$ cat config.mk
export PLATFORM = sky130hd
export DESIGN_NAME = pulse_period_meter
export DESIGN_NICKNAME = d
export VERILOG_FILES = /design/src/rtl/pulse_period_meter.sv
export SDC_FILE = /design/constraint.sdc
export NUM_CORES = 1
export LEC_CHECK = 0
export ABC_AREA = 0
export BUFFER_PORTS_ARGS = -buffer_cell sky130_fd_sc_hd__buf_4
export CORE_UTILIZATION = 57
export CTS_CLUSTER_SIZE = 12
export DETAILED_ROUTE_END_ITERATION = 8
export GPL_TIMING_DRIVEN = 0
export PLACE_DENSITY = 0.79
export REMOVE_ABC_BUFFERS = 1
export SLEW_MARGIN = 15
export SYNTH_ARGS = -nofsm -noshare
export SYNTH_HDL_FRONTEND = slang
export SYNTH_SLANG_ARGS = --single-unit
export TNS_END_PERCENT = 30
$ cat constraint.sdc
create_clock -name smpl_clk -period 2.1 [get_ports smpl_clk]
set_input_delay 0.42 -clock smpl_clk [delete_from_list [all_inputs] [get_ports smpl_clk]]
set_output_delay 0.42 -clock smpl_clk [all_outputs]
set_load 0.005 [all_outputs]
$ cat src/rtl/pulse_period_meter.sv
// Measures period (rise to rise) and high time (rise to fall) of the resynchronised input in CE ticks,
// and presents each completed measurement on a one-entry valid/ready output register.
module pulse_period_meter #(
  parameter int CNT_W = 16
) (
  input  logic             smpl_clk,
  input  logic             rst_n,
  input  logic             CE,
  input  logic             en,
  input  logic             rise,
  input  logic             fall,
  input  logic             meas_ready,
  input  logic             clr_ovr,
  output logic             meas_valid,
  output logic [CNT_W-1:0] meas_period,
  output logic [CNT_W-1:0] meas_high,
  output logic             meas_sat,
  output logic             ovr,
  output logic             busy
);

  localparam logic [CNT_W-1:0] CNT_MAX = '1;

  typedef enum logic [1:0] {IDLE, HIGH, LOW} state_t;

  state_t           state, state_nxt;
  logic [CNT_W-1:0] cnt, cnt_nxt;
  logic [CNT_W-1:0] high_cap, high_cap_nxt;
  logic             sat, sat_nxt;
  logic             qrise, qfall, done;

  function automatic logic [CNT_W-1:0] sat_inc(input logic [CNT_W-1:0] v);
    return (v == CNT_MAX) ? v : v + CNT_W'(1);
  endfunction

  // Simultaneous rise and fall on a tick are treated as noise and dropped.
  assign qrise = CE & rise & ~fall;
  assign qfall = CE & fall & ~rise;
  assign busy  = (state != IDLE);

  always_comb begin
    state_nxt    = state;
    cnt_nxt      = cnt;
    sat_nxt      = sat;
    high_cap_nxt = high_cap;
    done         = 1'b0;
    if (!en) begin
      state_nxt = IDLE;
      cnt_nxt   = '0;
      sat_nxt   = 1'b0;
    end else if (qrise) begin
      state_nxt = HIGH;
      cnt_nxt   = CNT_W'(1);
      sat_nxt   = 1'b0;
      done      = (state == LOW);
    end else if (CE && state != IDLE) begin
      cnt_nxt = sat_inc(cnt);
      sat_nxt = sat | (sat_inc(cnt) == CNT_MAX);
      if (qfall && state == HIGH) begin
        state_nxt    = LOW;
        high_cap_nxt = cnt;
      end
    end
  end

  // Measurement stage: FSM state, tick counter, captured high time
  always_ff @(posedge smpl_clk or negedge rst_n) begin
    if (!rst_n) begin
      state    <= IDLE;
      cnt      <= '0;
      sat      <= 1'b0;
      high_cap <= '0;
    end else begin
      state    <= state_nxt;
      cnt      <= cnt_nxt;
      sat      <= sat_nxt;
      high_cap <= high_cap_nxt;
    end
  end

  // Output stage: one-entry holding register with drop/overrun tracking
  always_ff @(posedge smpl_clk or negedge rst_n) begin
    if (!rst_n) begin
      meas_valid  <= 1'b0;
      meas_period <= '0;
      meas_high   <= '0;
      meas_sat    <= 1'b0;
      ovr         <= 1'b0;
    end else begin
      if (done && (!meas_valid || meas_ready)) begin
        meas_valid  <= 1'b1;
        meas_period <= cnt;
        meas_high   <= high_cap;
        meas_sat    <= sat;
      end else if (meas_valid && meas_ready) begin
        meas_valid <= 1'b0;
      end
      if (done && meas_valid && !meas_ready) begin
        ovr <= 1'b1;
      end else if (clr_ovr) begin
        ovr <= 1'b0;
      end
    end
  end

endmodule

==> results of run 1 <==
==> cells in the mapped netlist (3+ instances only) <==
master,instances,area (µm²)
buf_2,8,40.04
dfrtp_1,70,1752
nand4_1,3,18.77
mux2_2,49,551.8
nand2_1,12,45.04
clkbuf_1,3,11.26
and3_1,4,25.02
nor3_1,8,40.04
nor2_1,16,60.06
o21ai_0,4,20.02
inv_1,4,15.01
xnor2_1,10,87.58
nand3_1,12,60.06
buf_8,3,45.04
nor4_1,6,37.54
a21oi_1,5,25.02
==> routing by layer <==
layer  share of wire, %  GRT usage (%)  wire length, µm  vias to the layer above
met5                  0              0                0                        -
met4                2.1          10.75              118                        0
met3                3.2          4.471              183                       11
li1                   -              -                -                     1029
met1                 46          27.75             2627                     1058
met2                 48          34.60             2754                       34
==> kinds of logic after synthesis <==
family                     count (synthesis)
DFF                                       70
buffers and inverters                     21
and+or+nand+nor                           87
xor gates and xnor gates                  10
AOI/OAI and AO/OA                         24
adders and majority gates                  1
muxes                                     51
==> layout make-up <==
cell class,count,area share [%]
multi-input cells,173,36.67
well taps,72,2.349
inverters,4,0.3915
flip-flops and latches,70,45.74
repair buffers,48,9.918
clock buffers,13,4.144
clock inverters,1,0.7830
==> stage by stage <==
| step | util [%] | power (W) | hold WS (ns) |
|---|---|---|---|
| after floorplan | - | 0.001402 | 0.1244 |
| after global placement | 64.87 | 0.001448 | 0.4737 |
| after detailed placement | 65.58 | 0.001450 | 0.4897 |
| after CTS | 69.62 | 0.002492 | 0.2158 |
| after global routing | 69.64 | 0.002549 | 0.2636 |
| final | 69.64 | 0.002460 | 0.1869 |
==> worst reg2reg max path: stages, from the launching register on <==
cell	delay (ns)
dfrtp_1	0.41
or3_4	0.42
nor2b_4	0.46
buf_16	0.23
mux2_2	0.35
==> report_power, final <==
part	leakage, nW	internal [W]	switching (W)	total [W]
Combinational	0.801	0.0000189	0.0000463	0.0000652
Sequential	0.974	0.00135	0.00000625	0.00136
Clock	0.0956	0.000601	0.000435	0.00104
Total	1.87	0.00197	0.000487	0.00246
==> flip-flops by register name, summed over array words and instances, names as in the netlist <==
signal       count
cnt             16
high_cap        16
meas_high       16
meas_period     16
meas_sat         1
meas_valid       1
ovr              1
sat              1
state            2
==> path summary, 6_finish.rpt <==
| check | endpoint | from | cells after the start |
|---|---|---|---|
| worst min register to register | high_cap[14]$_DFFE_PN0P_ | high_cap[14]$_DFFE_PN0P_ | 1 |
| worst min-delay path | meas_high[12]$_DFFE_PN0P_ | rst_n | 1 |
| min in group smpl_clk | ovr$_DFFE_PN0P_ | clr_ovr | 2 |
| worst max-delay path | meas_high[10]$_DFFE_PN0P_ | fall | 6 |
| max in group asynchronous | cnt[1]$_DFFE_PN0P_ | rst_n | 1 |
| worst max register to register | meas_high[10]$_DFFE_PN0P_ | state[0]$_DFFE_PN0P_ | 4 |
==> what timing repair did <==
item | in CTS | in global routing
pin swaps | 1 | 1
resized for setup | 2 | 1
buffers inserted | 4 | 0
endpoints found under the setup margin | 12 | 13
hold buffers | 0 | 0
==> metrics, run 1 <==
flop2flop setup slack=approximately 0.11 ns; dpl ws=-0.2860 ns; most frequent cells in the layout=dfrtp_1 (68), mux2_2 (49), buf_4 (47), nor2_1 (16); number of synthesized register bits=70; Leakage Power=about 1.9 nW; worst-margin pin slew=0.8692 ns; Mean Syn Cell Area=12.41 µm²; largest net degree at the start of global routing=71; Final Hold Viols=0; Power Dens Cells=641.4 nW/µm²; Reg clk slew, reported paths=0.06 ns; simple-gate portion of the synthesized area=roughly 16%; Synth Area in Compound Gates=slightly below 6%; Most used DFF post-synth=dfrtp_1; IO Pins=44; Cells after Synth=approximately 260; synthesis-to-layout area growth=17.07%; starting density of the core=roughly 59%; Routed WL=5684 µm; antenna violations before repair=0; Highest Clock Rate=497.2 MHz; fin worst setup slack=between 0.08 and 0.09 ns; Post-Layout Cell Count=381; DRC=0; routed vias=2132; mux cell area share after synthesis=17.49%; clock tree sinks=70; htree depth=3; setup violators final=0; Rel. slew slack=41.86%; die height=77.81 µm; fraction of registers with async set or reset after synthesis=100.0%; critical path's largest stage delay=0.46 ns; Placed Cells=363; Slowest-stage cell, CP=nor2b_4; Placed Area=3611 µm²; commonest non-fill, non-tap cell in the layout=dfrtp_1; Worst Path Buf+Inv=2; Detail Route Antenna Nets=0; Ys Warns=0; RSZ-0062 raised after global routing=no; post-DR wirelength/cell=14.92 µm; Clock Latency Late Sink=about 0.34 ns; outcome=completed; Post-layout nets=about 320; first-pass GRT wire length=10020 µm; Post-Synth XOR/XNOR Area=about 2.7%; MaxCap Viol Count=0; Die X-Extent=77.81 µm; Layout fillers=416; post-synth cell types=54; CTS tree=yes; Sequential Area=around 1800 µm²; hpwl dp=around 3800 µm; Final min period=2.011 ns; grt ovf=0; main combinational cell family by area after synthesis=multiplexers; Multi-input gate area=1406 µm²; Worst VDD drop=between 0.6 and 0.7 mV; Setup CP Type=input pin to flop; Total Routing Usage GR=a little over a fifth; critical path peak fanout=18; fin area=3835 µm²; Worst EP arrival=roughly 2.2 ns; Vias/cell=5.596; Mapped Area=3276 µm²; CP Cell Sequence=buf_4, nand3b_1, or3_4, nor2b_4, buf_16, mux2_2; adder and majority gate portion of the synthesized area=0.3820%; Num CTS Buffers=9; core footprint=5507 µm²; Max Root-Sink Buffers=2; Hold Crit Class=input pin to async pin; share of post-route cells with drive strength above 1=40.78%; CP Launch Type=input pin; drt initial violations=77; Initial DRT Pass Iterations=4; worst path required time=around 2.3 ns; die area=6054 µm²; diodes inserted=0; vias in the first global route=2188; gpl congestion=0.8310; Clock Skew=roughly 0.0059 ns; setup TNS=0 ns; delay-heaviest family, CP=simple AND/OR/NAND/NOR gates; Setup crit end kind=flop; Pins Over Slew Limit=0; crit share post-route=between 90% and 100%; number of synthesized flops with an enable pin=0; row cnt=27; CTS Root Cell=clkbuf_8; port bufs=between 40 and 50; register area share after synthesis=53.48%
Note: power is estimated with default switching activity, not from simulation.
==> run 2, diff against run 1 <==
--- a/config.mk
+++ b/config.mk
@@ -7,6 +7,7 @@
 export LEC_CHECK = 0
 export ABC_AREA = 0
 export BUFFER_PORTS_ARGS = -buffer_cell sky130_fd_sc_hd__buf_4
+export CORE_ASPECT_RATIO = 0.7
 export CORE_UTILIZATION = 57
 export CTS_CLUSTER_SIZE = 12
 export DETAILED_ROUTE_END_ITERATION = 8
==> constraint.sdc (replaced) <==
create_clock -name smpl_clk -period 2.1 [get_ports smpl_clk]
set_input_delay 0.105 -clock smpl_clk [delete_from_list [all_inputs] [get_ports smpl_clk]]
set_output_delay 0.105 -clock smpl_clk [all_outputs]
set_load 0.005 [all_outputs]
==> metrics, run 2 (synthesized netlist as in run 1, its figures left out) <==
RSZ-0062 raised after global routing=no; post-DR wirelength/cell=15.28 µm; Highest Signal Layer=met4; vias in the first global route=2166; DR WL met3=358 µm; Total Routing Usage GR=22.44%; Highest Clock Rate=505.9 MHz; antenna violations before repair=0; Clock Latency Late Sink=0.33 ns; most frequent cells in the layout=dfrtp_1 (68), mux2_2 (49), buf_4 (48), nor2_1 (16); Post-layout nets=318; commonest non-fill, non-tap cell in the layout=dfrtp_1; Sequential Area=1754 µm²; IO Pins=44; worst path required time=~2.3 ns; Detail Route Antenna Nets=0; CTS Root Cell=clkbuf_8; starting density of the core=60.71%; Worst VDD drop=0.4677 mV; grt ovf=0; Initial DRT Pass Iterations=4; crit share post-route=94.13%; Hold Path Stages=3; htree depth=3; synthesis-to-layout area growth=17.26%; Layout fillers=between 300 and 400; Num CTS Buffers=9; critical path peak fanout=19; Max Root-Sink Buffers=2; Routed WL=slightly below 6000 µm; drt initial violations=81; share of post-route cells with drive strength above 1=41.08%; core footprint=5395 µm²; Post-Layout Cell Count=386; routed vias=2195; Pins Over Slew Limit=0; worst-margin pin slew=0.9065 ns; CTS tree=yes; Setup CP Type=flop to flop; DRT met1 WL=~2700 µm; CP Launch Type=flop; Vias/cell=5.687; Final Hold Viols=0; Hold Crit Class=input pin to flop; MaxCap Viol Count=0; diodes inserted=0; first-pass GRT wire length=10250 µm; DRC=0; Placed Cells=363; gpl congestion=0.8807; Rel. slew slack=between 30% and 40%; clock tree sinks=70; Final min period=around 2.0 ns; Die X-Extent=92.61 µm; Core Util, Final=71.20%; Worst EP arrival=~2.2 ns; hpwl dp=3909 µm; Power Dens Cells=610.7 nW/µm²; row cnt=22; Setup crit end kind=flop; WL met2=2703 µm; setup violators final=0; Multi-input gate area=1406 µm²; Clock Skew=0.002783 ns; Leakage Power=around 1.9 nW; port bufs=43; Worst Reg-to-Reg Cells=4; die area=6059 µm²; outcome=completed; Reg clk slew, reported paths=0.07 ns; die height=65.43 µm; largest net degree at the start of global routing=roughly 70
run 2: cell types whose count changed in the layout (fill, tap and decap cells not counted), sizes merged:
cell,previous run,this run
clkinv,0,3
dlygate4sd3,0,2
buf,48,49
bufinv,1,0
clkbuf,13,12
clkinvlp,0,1
run 2: through the flow:
stage	hold WS (ns)	area, µm²	power, W	setup TNS (ns)	setup WS (ns)
floorplan	-0.1906	3159	0.001402	-3.949	-0.1197
global placement	0.2632	3572	0.001448	-23.71	-0.6353
detailed placement	0.2676	3611	0.001451	-0.4413	-0.1343
CTS	0.02871	3815	0.002368	0	0.04276
global route	0.04466	3841	0.002441	0	0.002399
finish	0.03879	3841	0.002346	0	0.1233
run 2: power by group:
part / switching [W] / internal, W
clock: 0.000456 / 0.000455
sequential: 0.00000385 / 0.00135
combinational: 0.0000523 / 0.0000265
total: 0.000513 / 0.00183
run 2: worst max-delay path: stages, from the launching register on:
cell	delay, ns
dfrtp_1	0.41
or3_4	0.42
nor2b_4	0.44
buf_16	0.23
mux2_2	0.35
run 2: path summary, 6_finish.rpt:
kind	start	to	slack, ns
worst max-delay path	state[0]$_DFFE_PN0P_	meas_period[10]$_DFFE_PN0P_	0.12
worst min-delay path	rise	state[0]$_DFFE_PN0P_	0.04
worst min register to register	sat$_DFFE_PN0P_	sat$_DFFE_PN0P_	0.50
worst max register to register	state[0]$_DFFE_PN0P_	meas_period[10]$_DFFE_PN0P_	0.12
min in group asynchronous	rst_n	high_cap[14]$_DFFE_PN0P_	0.42
max in group asynchronous	rst_n	cnt[1]$_DFFE_PN0P_	1.08
run 2: layout make-up:
type                            count  share of cell area [%]
Inverter                            4                  0.3909
Timing Repair Buffer               51                   10.62
Clock buffer                       12                   3.779
Multi-Input combinational cell    173                   36.61
Tap cell                           72                   2.345
Clock inverter                      4                  0.5863
Sequential cell                    70                   45.67
run 2: what timing repair did:
| action | in CTS | in global routing |
|---|---|---|
| endpoints found under the setup margin | 12 | 10 |
| hold endpoints to repair | 71 | 0 |
| gates resized for setup | 1 | 2 |
| gates cloned | 0 | 0 |
| hold buffers | 2 | 0 |
| buffers inserted | 2 | 3 |
| pin swaps | 1 | 0 |
run 2: per-layer routing:
metal	vias up	global-route usage, %
li1	1038	-
met1	1078	29.58
met2	67	35.65
met3	12	6.250
met4	0	8.594
met5	-	0
==> run 3, diff against run 2 <==
--- a/config.mk
+++ b/config.mk
@@ -8,11 +8,12 @@
 export ABC_AREA = 0
 export BUFFER_PORTS_ARGS = -buffer_cell sky130_fd_sc_hd__buf_4
 export CORE_ASPECT_RATIO = 0.7
-export CORE_UTILIZATION = 57
+export CORE_UTILIZATION = 51
 export CTS_CLUSTER_SIZE = 12
 export DETAILED_ROUTE_END_ITERATION = 8
 export GPL_TIMING_DRIVEN = 0
-export PLACE_DENSITY = 0.79
+export HOLD_SLACK_MARGIN = 0.15
+export PLACE_DENSITY = 0.75
 export REMOVE_ABC_BUFFERS = 1
 export SLEW_MARGIN = 15
 export SYNTH_ARGS = -nofsm -noshare
==> constraint.sdc (replaced) <==
create_clock -name smpl_clk -period 1.8 [get_ports smpl_clk]
set_input_delay 0.09 -clock smpl_clk [delete_from_list [all_inputs] [get_ports smpl_clk]]
set_output_delay 0.09 -clock smpl_clk [all_outputs]
set_load 0.005 [all_outputs]
==> metrics, run 3 (synthesized netlist as in run 1, its figures left out) <==
outcome=finished with violations; violated checks=design-rule violations; Core Util, Final=around 64%; commonest non-fill, non-tap cell in the layout=dfrtp_1; flop2flop setup slack=between 0.015 and 0.02 ns; Setup CP Type=flop to flop; Num CTS Buffers=9; Hold Path Stages=3; Leakage Power=1.893 nW; Sw Pwr=0.0006101 W; CP Launch Type=flop; hpwl dp=slightly below 4000 µm; diodes inserted=0; grt ovf=0; Int Pwr=~0.0021 W; vias in the first global route=2171; CTS tree=yes; die height=69.05 µm; reg2reg start=cnt[0]$_DFFE_PN0P_; synthesis-to-layout area growth=20.93%; WHS Endpoint=cnt[0]$_DFFE_PN0P_; IO Pins=44; Clock Skew=0.006566 ns; Die X-Extent=97.79 µm; post-DR wirelength/cell=15.35 µm; htree depth=3; worst-margin pin slew=~0.86 ns; starting density of the core=52.70%; CP Cell Sequence=buf_4, and2_1, or4b_1, o211ai_1, a22oi_1, o31ai_2; antenna violations before repair=0; Routed WL=6108 µm; Worst VDD drop=around 0.47 mV; Post-layout nets=between 300 and 400; setup violators final=0; die area=6752 µm²; Crit Reg-Reg Endpoint=sat$_DFFE_PN0P_; first-pass GRT wire length=10580 µm; setup TNS=0 ns; Detail Route Antenna Nets=0; RSZ-0062 raised after global routing=yes; clock tree sinks=70; Power Dens Cells=about 680 nW/µm²; DRC=10; share of post-route cells with drive strength above 1=45.63%; Highest Clock Rate=561.2 MHz; Max Root-Sink Buffers=2; Final Hold Viols=0; Pins Over Slew Limit=0; Gate power share=3.6%; Vias/cell=5.560; gpl congestion=0.8558; row cnt=24; largest net degree at the start of global routing=71; switch share=~23%; MaxCap Viol Count=0; Slowest-stage cell, CP=or4b_1; Total Routing Usage GR=19.94%; critical path peak fanout=9; most frequent cells in the layout=dfrtp_1 (55), mux2_2 (49), buf_4 (48), nor2_1 (16), dfrtp_2 (15); core footprint=6216 µm²; worst path required time=2.05 ns; Worst Reg-to-Reg Cells=6; min-delay src=fall; port bufs=43; Initial DRT Pass Iterations=6; crit share post-route=99.00%; CTS Root Cell=clkbuf_8; Final min period=1.782 ns; clock network fraction of total power=37.9%; Reg clk slew, reported paths=0.06 ns; routed vias=2213; Clock Latency Late Sink=0.34 ns; Setup crit end kind=flop; Layout fillers=490; Rel. slew slack=42.86%; sequential power share=58.5%; critical path's largest stage delay=0.50 ns; Hold Crit Class=input pin to flop; Worst EP arrival=roughly 2.0 ns; drt initial violations=119
run 3: cell types whose count changed in the layout (fill, tap and decap cells not counted), moves of 2 or more:
cell | before | now
dfrtp_2 | 2 | 15
dfrtp_1 | 68 | 55
buf_12 | 0 | 2
dlygate4sd3_1 | 2 | 7
run 3: repair_timing:
item | in CTS | in global routing
endpoints found under the hold margin | 74 | 0
setup buffers | 6 | 1
hold buffers | 7 | 0
resized for setup | 6 | 14
endpoints found under the setup margin | 66 | 31
pin swaps | 1 | 1
run 3: power groups by stage:
stage | clock network [W] | logic [W] | registers (W)
CTS | 0.00105 | 0.0000996 | 0.00158
global placement | 0 | 0.0000779 | 0.00161
floorplan | 0 | 0.0000244 | 0.00161
finish | 0.00102 | 0.0000984 | 0.00158
global route | 0.00111 | 0.000111 | 0.00158
detailed placement | 0 | 0.0000819 | 0.00161
run 3: how the worst max path moves through the flow:
stage	from	endpoint	slack, ns	cells past startpoint
finish	cnt[0]$_DFFE_PN0P_	sat$_DFFE_PN0P_	0.02	6
global route	cnt[0]$_DFFE_PN0P_	sat$_DFFE_PN0P_	-0.07	6
CTS	state[1]$_DFFE_PN0P_	high_cap[6]$_DFFE_PN0P_	-0.15	3
detailed placement	cnt[0]$_DFFE_PN0P_	sat$_DFFE_PN0P_	-0.49	6
global placement	fall	meas_high[6]$_DFFE_PN0P_	-0.91	5
floorplan	state[0]$_DFFE_PN0P_	meas_high[0]$_DFFE_PN0P_	-0.42	3
run 3: area by class of cell:
type / count / area (µm²) / area share (%)
clock buffers: 10 / 127.6 / 3.222
inverters: 4 / 15.01 / 0.3790
multi-input cells: 173 / 1425 / 35.98
clock inverters: 5 / 27.53 / 0.6949
well taps: 78 / 97.59 / 2.464
flip-flops and latches: 70 / 1770 / 44.69
repair buffers: 58 / 498.0 / 12.57
run 3: routing by layer:
metal / vias up / track usage (%) / wire, µm
met4: 0 / 7.576 / 130
met1: 1090 / 28.43 / 3065
met5: - / 0 / 0
li1: 1061 / - / -
met2: 47 / 28.92 / 2654
met3: 15 / 5.781 / 257
run 3: critical path, delay by kind of cell (launching register included):
family	cells	cell delay, ns
AOI/OAI and AO/OA	3	0.40
and+or+nand+nor	2	0.69
buffers and inverters	1	0.18
DFF	1	0.43
run 3: per-stage QoR:
stage	std cells	power, W	worst slack [ns]	hold slack, ns	cell area (µm²)
2_1_floorplan	247	0.001636	-0.4197	-0.2056	3159
3_5_place_dp	369	0.001695	-0.4912	0.2595	3618
4_1_cts	397	0.002730	-0.1499	0.1820	3919
5_1_grt	398	0.002799	-0.06546	0.1950	3961
6_report	398	0.002703	0.01805	0.1803	3961
3_3_place_gp	368	0.001691	-0.9062	0.2512	3580
